===== src/rtl/instr_encoder_loader.sv =====
// rtl/instr_encoder_loader.sv - packs instruction requests into MIPS words and writes them to instruction memory
module instr_encoder_loader #(
   parameter int ADDR_W = 6,
   parameter int DEPTH  = 64
) (
   input  logic              clk,
   input  logic              reset,
   input  logic              start,
   input  logic              finish,
   input  logic              in_valid,
   output logic              in_ready,
   input  logic [2:0]        op,
   input  logic [4:0]        rs,
   input  logic [4:0]        rt,
   input  logic [4:0]        rd,
   input  logic [4:0]        shamt,
   input  logic [5:0]        funct,
   input  logic [15:0]       imm,
   input  logic [25:0]       target,
   output logic              imem_we,
   output logic [ADDR_W-1:0] imem_addr,
   output logic [31:0]       imem_wdata,
   output logic [ADDR_W:0]   count,
   output logic              busy,
   output logic              done,
   output logic              full,
   output logic              err
);

   typedef enum logic [1:0] {
      S_IDLE = 2'd0,
      S_LOAD = 2'd1,
      S_DONE = 2'd2,
      S_FULL = 2'd3
   } state_t;

   localparam logic [ADDR_W:0] DEPTH_C = (ADDR_W+1)'(DEPTH);

   state_t              state_q, state_d;
   logic [ADDR_W:0]     count_q, count_d;
   logic                err_q, err_d;
   logic                imem_we_q, imem_we_d;
   logic [ADDR_W-1:0]   imem_addr_q, imem_addr_d;
   logic [31:0]         imem_wdata_q, imem_wdata_d;
   logic [31:0]         word_c;
   logic                accept_c;

   // Encode the request fields into a 32-bit word using the decoder's opcode set
   always_comb begin
      word_c = 32'd0;
      case (op)
         3'd0:    word_c = {6'b000000, rs, rt, rd, shamt, funct};
         3'd1:    word_c = {6'b100011, rs, rt, imm};
         3'd2:    word_c = {6'b000100, rs, rt, imm};
         3'd3:    word_c = {6'b000010, target};
         3'd4:    word_c = {6'b001101, rs, rt, imm};
         3'd5:    word_c = {6'b001000, rs, rt, imm};
         3'd6:    word_c = {6'b101011, rs, rt, imm};
         default: word_c = 32'd0;
      endcase
   end

   // Session FSM: next state, write pulse, pointer/count and sticky error
   always_comb begin
      state_d      = state_q;
      count_d      = count_q;
      err_d        = err_q;
      imem_we_d    = 1'b0;
      imem_addr_d  = imem_addr_q;
      imem_wdata_d = imem_wdata_q;
      accept_c     = in_valid && (state_q == S_LOAD);
      case (state_q)
         S_IDLE: begin
            if (start) begin
               state_d = S_LOAD;
               count_d = '0;
               err_d   = 1'b0;
            end
         end
         S_LOAD: begin
            if (accept_c) begin
               if (op == 3'd7) begin
                  err_d = 1'b1;
               end else begin
                  imem_we_d    = 1'b1;
                  imem_addr_d  = count_q[ADDR_W-1:0];
                  imem_wdata_d = word_c;
                  count_d      = count_q + 1'b1;
               end
            end
            // Filling the memory wins over a coincident finish
            if (count_d == DEPTH_C) begin
               state_d = S_FULL;
            end else if (finish) begin
               state_d = S_DONE;
            end
         end
         S_DONE, S_FULL: begin
            if (start) begin
               state_d = S_LOAD;
               count_d = '0;
               err_d   = 1'b0;
            end
         end
         default: state_d = S_IDLE;
      endcase
   end

   // State and output registers, cleared asynchronously by reset
   always_ff @(posedge clk or posedge reset) begin
      if (reset) begin
         state_q      <= S_IDLE;
         count_q      <= '0;
         err_q        <= 1'b0;
         imem_we_q    <= 1'b0;
         imem_addr_q  <= '0;
         imem_wdata_q <= 32'd0;
      end else begin
         state_q      <= state_d;
         count_q      <= count_d;
         err_q        <= err_d;
         imem_we_q    <= imem_we_d;
         imem_addr_q  <= imem_addr_d;
         imem_wdata_q <= imem_wdata_d;
      end
   end

   assign in_ready   = (state_q == S_LOAD);
   assign busy       = (state_q == S_LOAD);
   assign done       = (state_q == S_DONE) || (state_q == S_FULL);
   assign full       = (state_q == S_FULL);
   assign err        = err_q;
   assign count      = count_q;
   assign imem_we    = imem_we_q;
   assign imem_addr  = imem_addr_q;
   assign imem_wdata = imem_wdata_q;

endmodule


===== config.mk =====
export PLATFORM = sky130hd
export DESIGN_NAME = instr_encoder_loader
export DESIGN_NICKNAME = d
export VERILOG_FILES = /design/src/rtl/instr_encoder_loader.sv
export SDC_FILE = /design/constraint.sdc
export NUM_CORES = 1
export LEC_CHECK = 0
export CORE_MARGIN = 8
export CORE_UTILIZATION = 42
export CTS_BUF_LIST = sky130_fd_sc_hd__clkbuf_4 sky130_fd_sc_hd__clkbuf_8
export DETAILED_ROUTE_END_ITERATION = 8
export PLACE_DENSITY = 0.83
export SLEW_MARGIN = 40
export SYNTH_ARGS = -nofsm -noshare
export SYNTH_HDL_FRONTEND = slang
export SYNTH_SLANG_ARGS = --single-unit

===== constraint.sdc =====
create_clock -name clk -period 2.2 [get_ports clk]
set_input_delay 0.44 -clock clk [delete_from_list [all_inputs] [get_ports clk]]
set_output_delay 0.44 -clock clk [all_outputs]
set_load 0.03 [all_outputs]

### Word level (Yosys, flattened, before mapping)

Index checks and enable logic that the tools add are counted.

* register bits: 49
* latch bits: 0
* memory bits (writable): 0
* bits in read-only memories: 0
* bits of input ports: 76
* output and inout bits: 51
* word-level logic and storage cells: 48
* memories: 0

* $add $sub $neg: 1
* multipliers: 0
* divide/modulo/power cells: 0
* magnitude comparators: 0
* equality and inequality tests: 15
* shift operators: 0
* muxes and demuxes: 17
* bitwise logic cells: 1
* reduce and logical (&&, ||, !) cells: 8

Operators by type and width (number)
* 32-bit one-hot mux with 7 select lines: 1
* 7-bit 2-to-1 mux: 4
* 7-bit one-hot mux with 2 select lines: 1
* 3-bit == test, second input constant: 4
* 7-bit by 1-bit adder with 7-bit output, second input constant: 1
* 7-bit == test, second input constant: 1
* 3-bit by 2-bit == test with 1-bit output, second input constant: 2
* 1-bit 2-to-1 mux: 6
* 2-bit 2-to-1 mux: 3
* 2-bit by 1-bit inequality test with 1-bit output, second input constant: 3
* 3-bit AND reduction: 2
* 2-bit == test, second input constant: 2
* 2-bit one-hot mux with 2 select lines: 1
* 3-bit by 1-bit == test with 1-bit output, second input constant: 1
* 3-bit zero test: 1
* 3-bit by 2-bit inequality test with 1-bit output, second input constant: 1
* 3-bit OR reduction: 1
* 2-bit by 1-bit == test with 1-bit output, second input constant: 1
* 2-bit zero test: 1
* 1-bit one-hot mux with 2 select lines: 1
* 2-bit AND reduction: 1
* 1-bit logical AND: 1
* 1-bit logical OR: 1
* 1-bit inverter: 1

### Longest topological paths before layout

* depth after elaboration: 7
* depth in mapped cells: 9
* mapped depth without buffers: 6

### Least setup slack after synthesis

No wires, ideal clock.

* kind: register -> register
* start: register count_q[3], in the netlist count[3]
* end: register state_q[0]
* library setup time: 0.076 ns
* arrival time: 1.916 ns
* data required time: 2.124 ns
* setup slack: 0.207 ns
* stages on the path, launching flop included: 6
* path buffers: 1
* cell sequence: dfrtp_1 clkbuf_1 nand3_1 or4_4 a2111o_1 o21ai_1

* word-level cells in the longest chain between the ends: 7
* elaborated cells on any way between the ends: 9

Ends and longest elaborated chain
* from (decl): line 40 `logic [ADDR_W:0] count_q, count_d;`
* from (signal assigned): line 120 `count_q <= count_d;`
* 7-bit by 1-bit adder with 7-bit output: line 88 `count_d = count_q + 1'b1;`
* 7-bit 2-to-1 mux: line 82 `if (op == 3'd7) begin`
* 7-bit 2-to-1 mux *: line 81 `if (accept_c) begin`
* 7-bit 2-to-1 mux *: line 72 `case (state_q)`
* 7-bit == test *: line 92 `if (count_d == DEPTH_C) begin`
* 2-bit 2-to-1 mux / 3-bit by 2-bit inequality test with 1-bit output (equally long branches)
* 2-bit one-hot mux with 2 select lines / 2-bit AND reduction (equally long branches)
* to (signal assigned): line 119 `state_q <= state_d;`
* to (decl): line 39 `state_t state_q, state_d;`

Every way passes the cells marked *; elsewhere a longest branch is shown, timed or not. The select of a mux whose other input is x is not followed.
A chain may end at the register's enable or synchronous reset.

### Final worst setup path

* start: register state_q[1]
* end: output in_ready

* word-level cells in the longest chain between the ends: 1

Ends and longest elaborated chain
* 2-bit by 1-bit == test with 1-bit output: line 128 `assign in_ready = (state_q == S_LOAD);`
* to (decl): line 11 `output logic in_ready,`

Every way passes these cells.

==> run_results.csv <==
group,metric,value,unit
critical_path,cp_slowest_cell,"clkdlybuf4s50_1",
logic_synthesis,synth_seq_cells,48,
critical_path,crit_chain,"nand2b_1, inv_1, clkdlybuf4s50_1",
placement,pre_cts_slack,-0.148,ns
clock_tree,cts_hold_buf,0,
die,die_w,95.2,um
logic_synthesis,syn_avg_cell_area,8.05,um^2
clock_tree,clk_root_buffer_cell,"clkbuf_8",
detailed_routing,wl_met3,703,um
clock_tree,post_cts_buffers,0,
global_routing,grt-ovfl-total,0,
critical_path,rr_startpoint,"count[1]$_DFFE_PP0P_",
critical_path,worst_setup_path_start_kind,"flop",
critical_path,end_kind,"primary output",
finish,fillers,520,
critical_path,max_stage_delay,0.68,ns
timing,post-route-min-period,2.13,ns
detailed_routing,route.met2.wl,4.49,mm
timing,skew,0.00584,ns
die,io_pins,127,
global_routing,grt_max_degree,34,
detailed_routing,met1Wirelength,3.56,mm
clock_tree,cts.sinks,48,
clock_tree,path_clk_slew,0.09,ns
placement,numPortBuffers,125,
finish,seq_area,1200,um^2
timing,holdWs,0.457,ns
clock_tree,clockBufferDepth,2,
logic_synthesis,async_reset_ff_share,100,%
critical_path,cp-endpoint,"in_ready",
logic_synthesis,synth.largest_area_cell,"dfrtp_1",
timing,fmax,470,MHz
timing,slew_viol_final,0,
timing,fin_ws,0.0727,ns
finish,area.growth.synth_to_final,57.2,%
detailed_routing,drc,0,
detailed_routing,routed_wl,8.85,mm
finish,fin_nets,530,
timing,worst_pin_slew,0.635,ns
logic_synthesis,synth_top_area_share,45.6,%
power,power_leakage,0.00174,uW
detailed_routing,dr.pass1.iters,4,
logic_synthesis,yosysSeqAreaShare,45.6,%
finish,final_cell_mix,"125 x clkdlybuf4s50_1, 72 x nand2_1, 51 x a21oi_1, 48 x dfrtp_1, 40 x o21ai_0",
detailed_routing,ant_nets,0,
die,die_h,95.2,um
logic_synthesis,yosys-top-cells-area,"dfrtp_1 46%, nand2_1 10%, a21oi_1 9.7%, o21ai_0 7.6%, a22o_1 5.3%",
timing,setup_viol,0,
finish,fin_area,4140,um^2
detailed_routing,routedWlPerCell,16.7,um
timing,maxSlewHeadroom,57.6,%
power,powerDensity,1050,nW/um^2
detailed_routing,drtIter0Drc,163,
critical_path,path_delay_family,"buffers and inverters",
critical_path,r2r_end,"state_q[1]$_DFFE_PP0P_",
clock_tree,cts_buffers,5,
global_routing,grt_pass1_wl,13.7,mm
finish,fin_util,66.7,%
min_path,hp-class,"in2async",
finish,multiInputGateArea,1300,um^2
global_routing,antenna_found_initial,0,
die,start_util,42.4,%
timing,tns,0,ns
die,die_area,9060,um^2
detailed_routing,routed_via_density,5.31,
logic_synthesis,syn_inst,327,
placement,place_area,4050,um^2
timing,hold_viol,0,
outcome,status,"finished, final reports clean",
run,drv_cap,0,
logic_synthesis,synth_area,2630,um^2
critical_path,cp_max_fo,6,
critical_path,setup.worst_path.start,"state_q[1]$_DFFE_PP0P_",
placement,globalplace.congestion,0.809,
critical_path,cp.arrival,1.69,ns
die,coreArea,6200,um^2
placement,hpwl,6.82,mm
logic_synthesis,syn_nets,404,
global_routing,grt_pass1_vias,2848,
timing,rsz0062_at_grt,"no",
critical_path,critical_path_buf_inv_count,2,
critical_path,r2r_slack,0.29,ns
detailed_routing,via_count,2819,
logic_synthesis,synth-main-ff-cell,"dfrtp_1",
critical_path,criticalPathCategory,"reg2out",
detailed_routing,routed.top_layer,"met4",
clock_tree,postCtsResizedCells,0,
critical_path,worstPathRequired,1.76,ns
clock_tree,htree_levels,2,
critical_path,path_depth,3,
logic_synthesis,yosysWarnings,0,
die,rows,29,
finish,n_antenna_cell,0,
logic_synthesis,synth_edf_count,0,
timing,finalCritPeriodShare,96.7,%
clock_tree,insertion_delay,0.31,ns
finish,layout_commonest_cell,"clkdlybuf4s50_1",
critical_path,worstRegToRegCells,5,
logic_synthesis,yosysUniqueCellTypes,37,
global_routing,grt_usage,18.9,%
power,ir_worst_vdd,0.788,mV
finish,layout-drive-gt1-share,8.15,%
clock_tree,cts_tree,"yes",
-- power breakdown --
group	internal, uW	total, uW	switching (uW)
Sequential	1210	1410	202
Combinational	1010	2390	1380
Clock	226	541	315
Total	2440	4340	1900
-- flip-flops by register name, summed over array words and instances (netlist names) --
register	cells
state_q	2
err	1
imem_addr	6
imem_wdata	31
imem_we	1
count	7
-- per-stage QoR --
step | total power, uW | std cells
detailed placement | 3840 | 523
finish | 4340 | 531
global placement | 3780 | 523
floorplan | 2710 | 327
CTS | 4390 | 531
global route | 4580 | 531
-- cells in the mapped netlist, drive strengths merged (3+ instances only) --
library cell / count
nand2: 73
a22o: 16
inv: 6
nor2: 6
clkbuf: 24
nand3: 7
mux2i: 3
dfrtp: 48
buf: 4
a21oi: 51
nor3b: 10
nor3: 3
o21ai: 51
-- cell type report --
type / count / share of cell area (%)
clock buffer: 5 / 1.66
timing repair buffer: 147 / 34.5
sequential: 48 / 29.0
multi-input combinational: 245 / 31.5
inverter: 6 / 0.544
tap: 77 / 2.33
clock inverter: 3 / 0.514
-- how the worst min path moves through the flow --
stage | startpoint | endpoint | slack [ns]
floorplan | start | err$_DFFE_PP0P_ | 0.53
global placement | imem_addr[0]$_DFFE_PP0P_ | imem_addr[0]$_DFFE_PP0P_ | 0.46
detailed placement | imem_wdata[23]$_DFFE_PP0P_ | imem_wdata[23]$_DFFE_PP0P_ | 0.47
CTS | reset | err$_DFFE_PP0P_ | 0.46
global route | reset | imem_wdata[0]$_DFFE_PP0P_ | 0.51
finish | reset | imem_wdata[0]$_DFFE_PP0P_ | 0.46
-- logic make-up (layout without fill, tap and decap cells) --
kind of cell / after synthesis / count (layout) / share of synthesized area [%]
other cells: 1 / 1 / 0.142
flops: 48 / 48 / 45.6
simple gates: 109 / 109 / 18.8
compound gates: 129 / 129 / 28.1
xor+xnor: 2 / 2 / 0.665
mux: 3 / 3 / 1.14
fa+ha+maj: 1 / 1 / 0.475
buf+inv: 34 / 161 / 5.13
-- metal layers --
| metal | GRT usage (%) | up-vias |
|---|---|---|
| met4 | 5.20 | 0 |
| met2 | 33.1 | 91 |
| met3 | 4.49 | 8 |
| met1 | 22.4 | 1323 |
| met5 | 0 | - |
| li1 | - | 1397 |
-- worst register-to-register path, delay by kind of cell (launching register included) --
family / cells / cell delay [ns]
adder cells (fa/ha/maj): 1 / 0.28
AND/OR/NAND/NOR: 2 / 0.57
AO/OA/AOI/OAI: 2 / 0.55
flip-flops: 1 / 0.46
(Power assumes the default switching activity.)
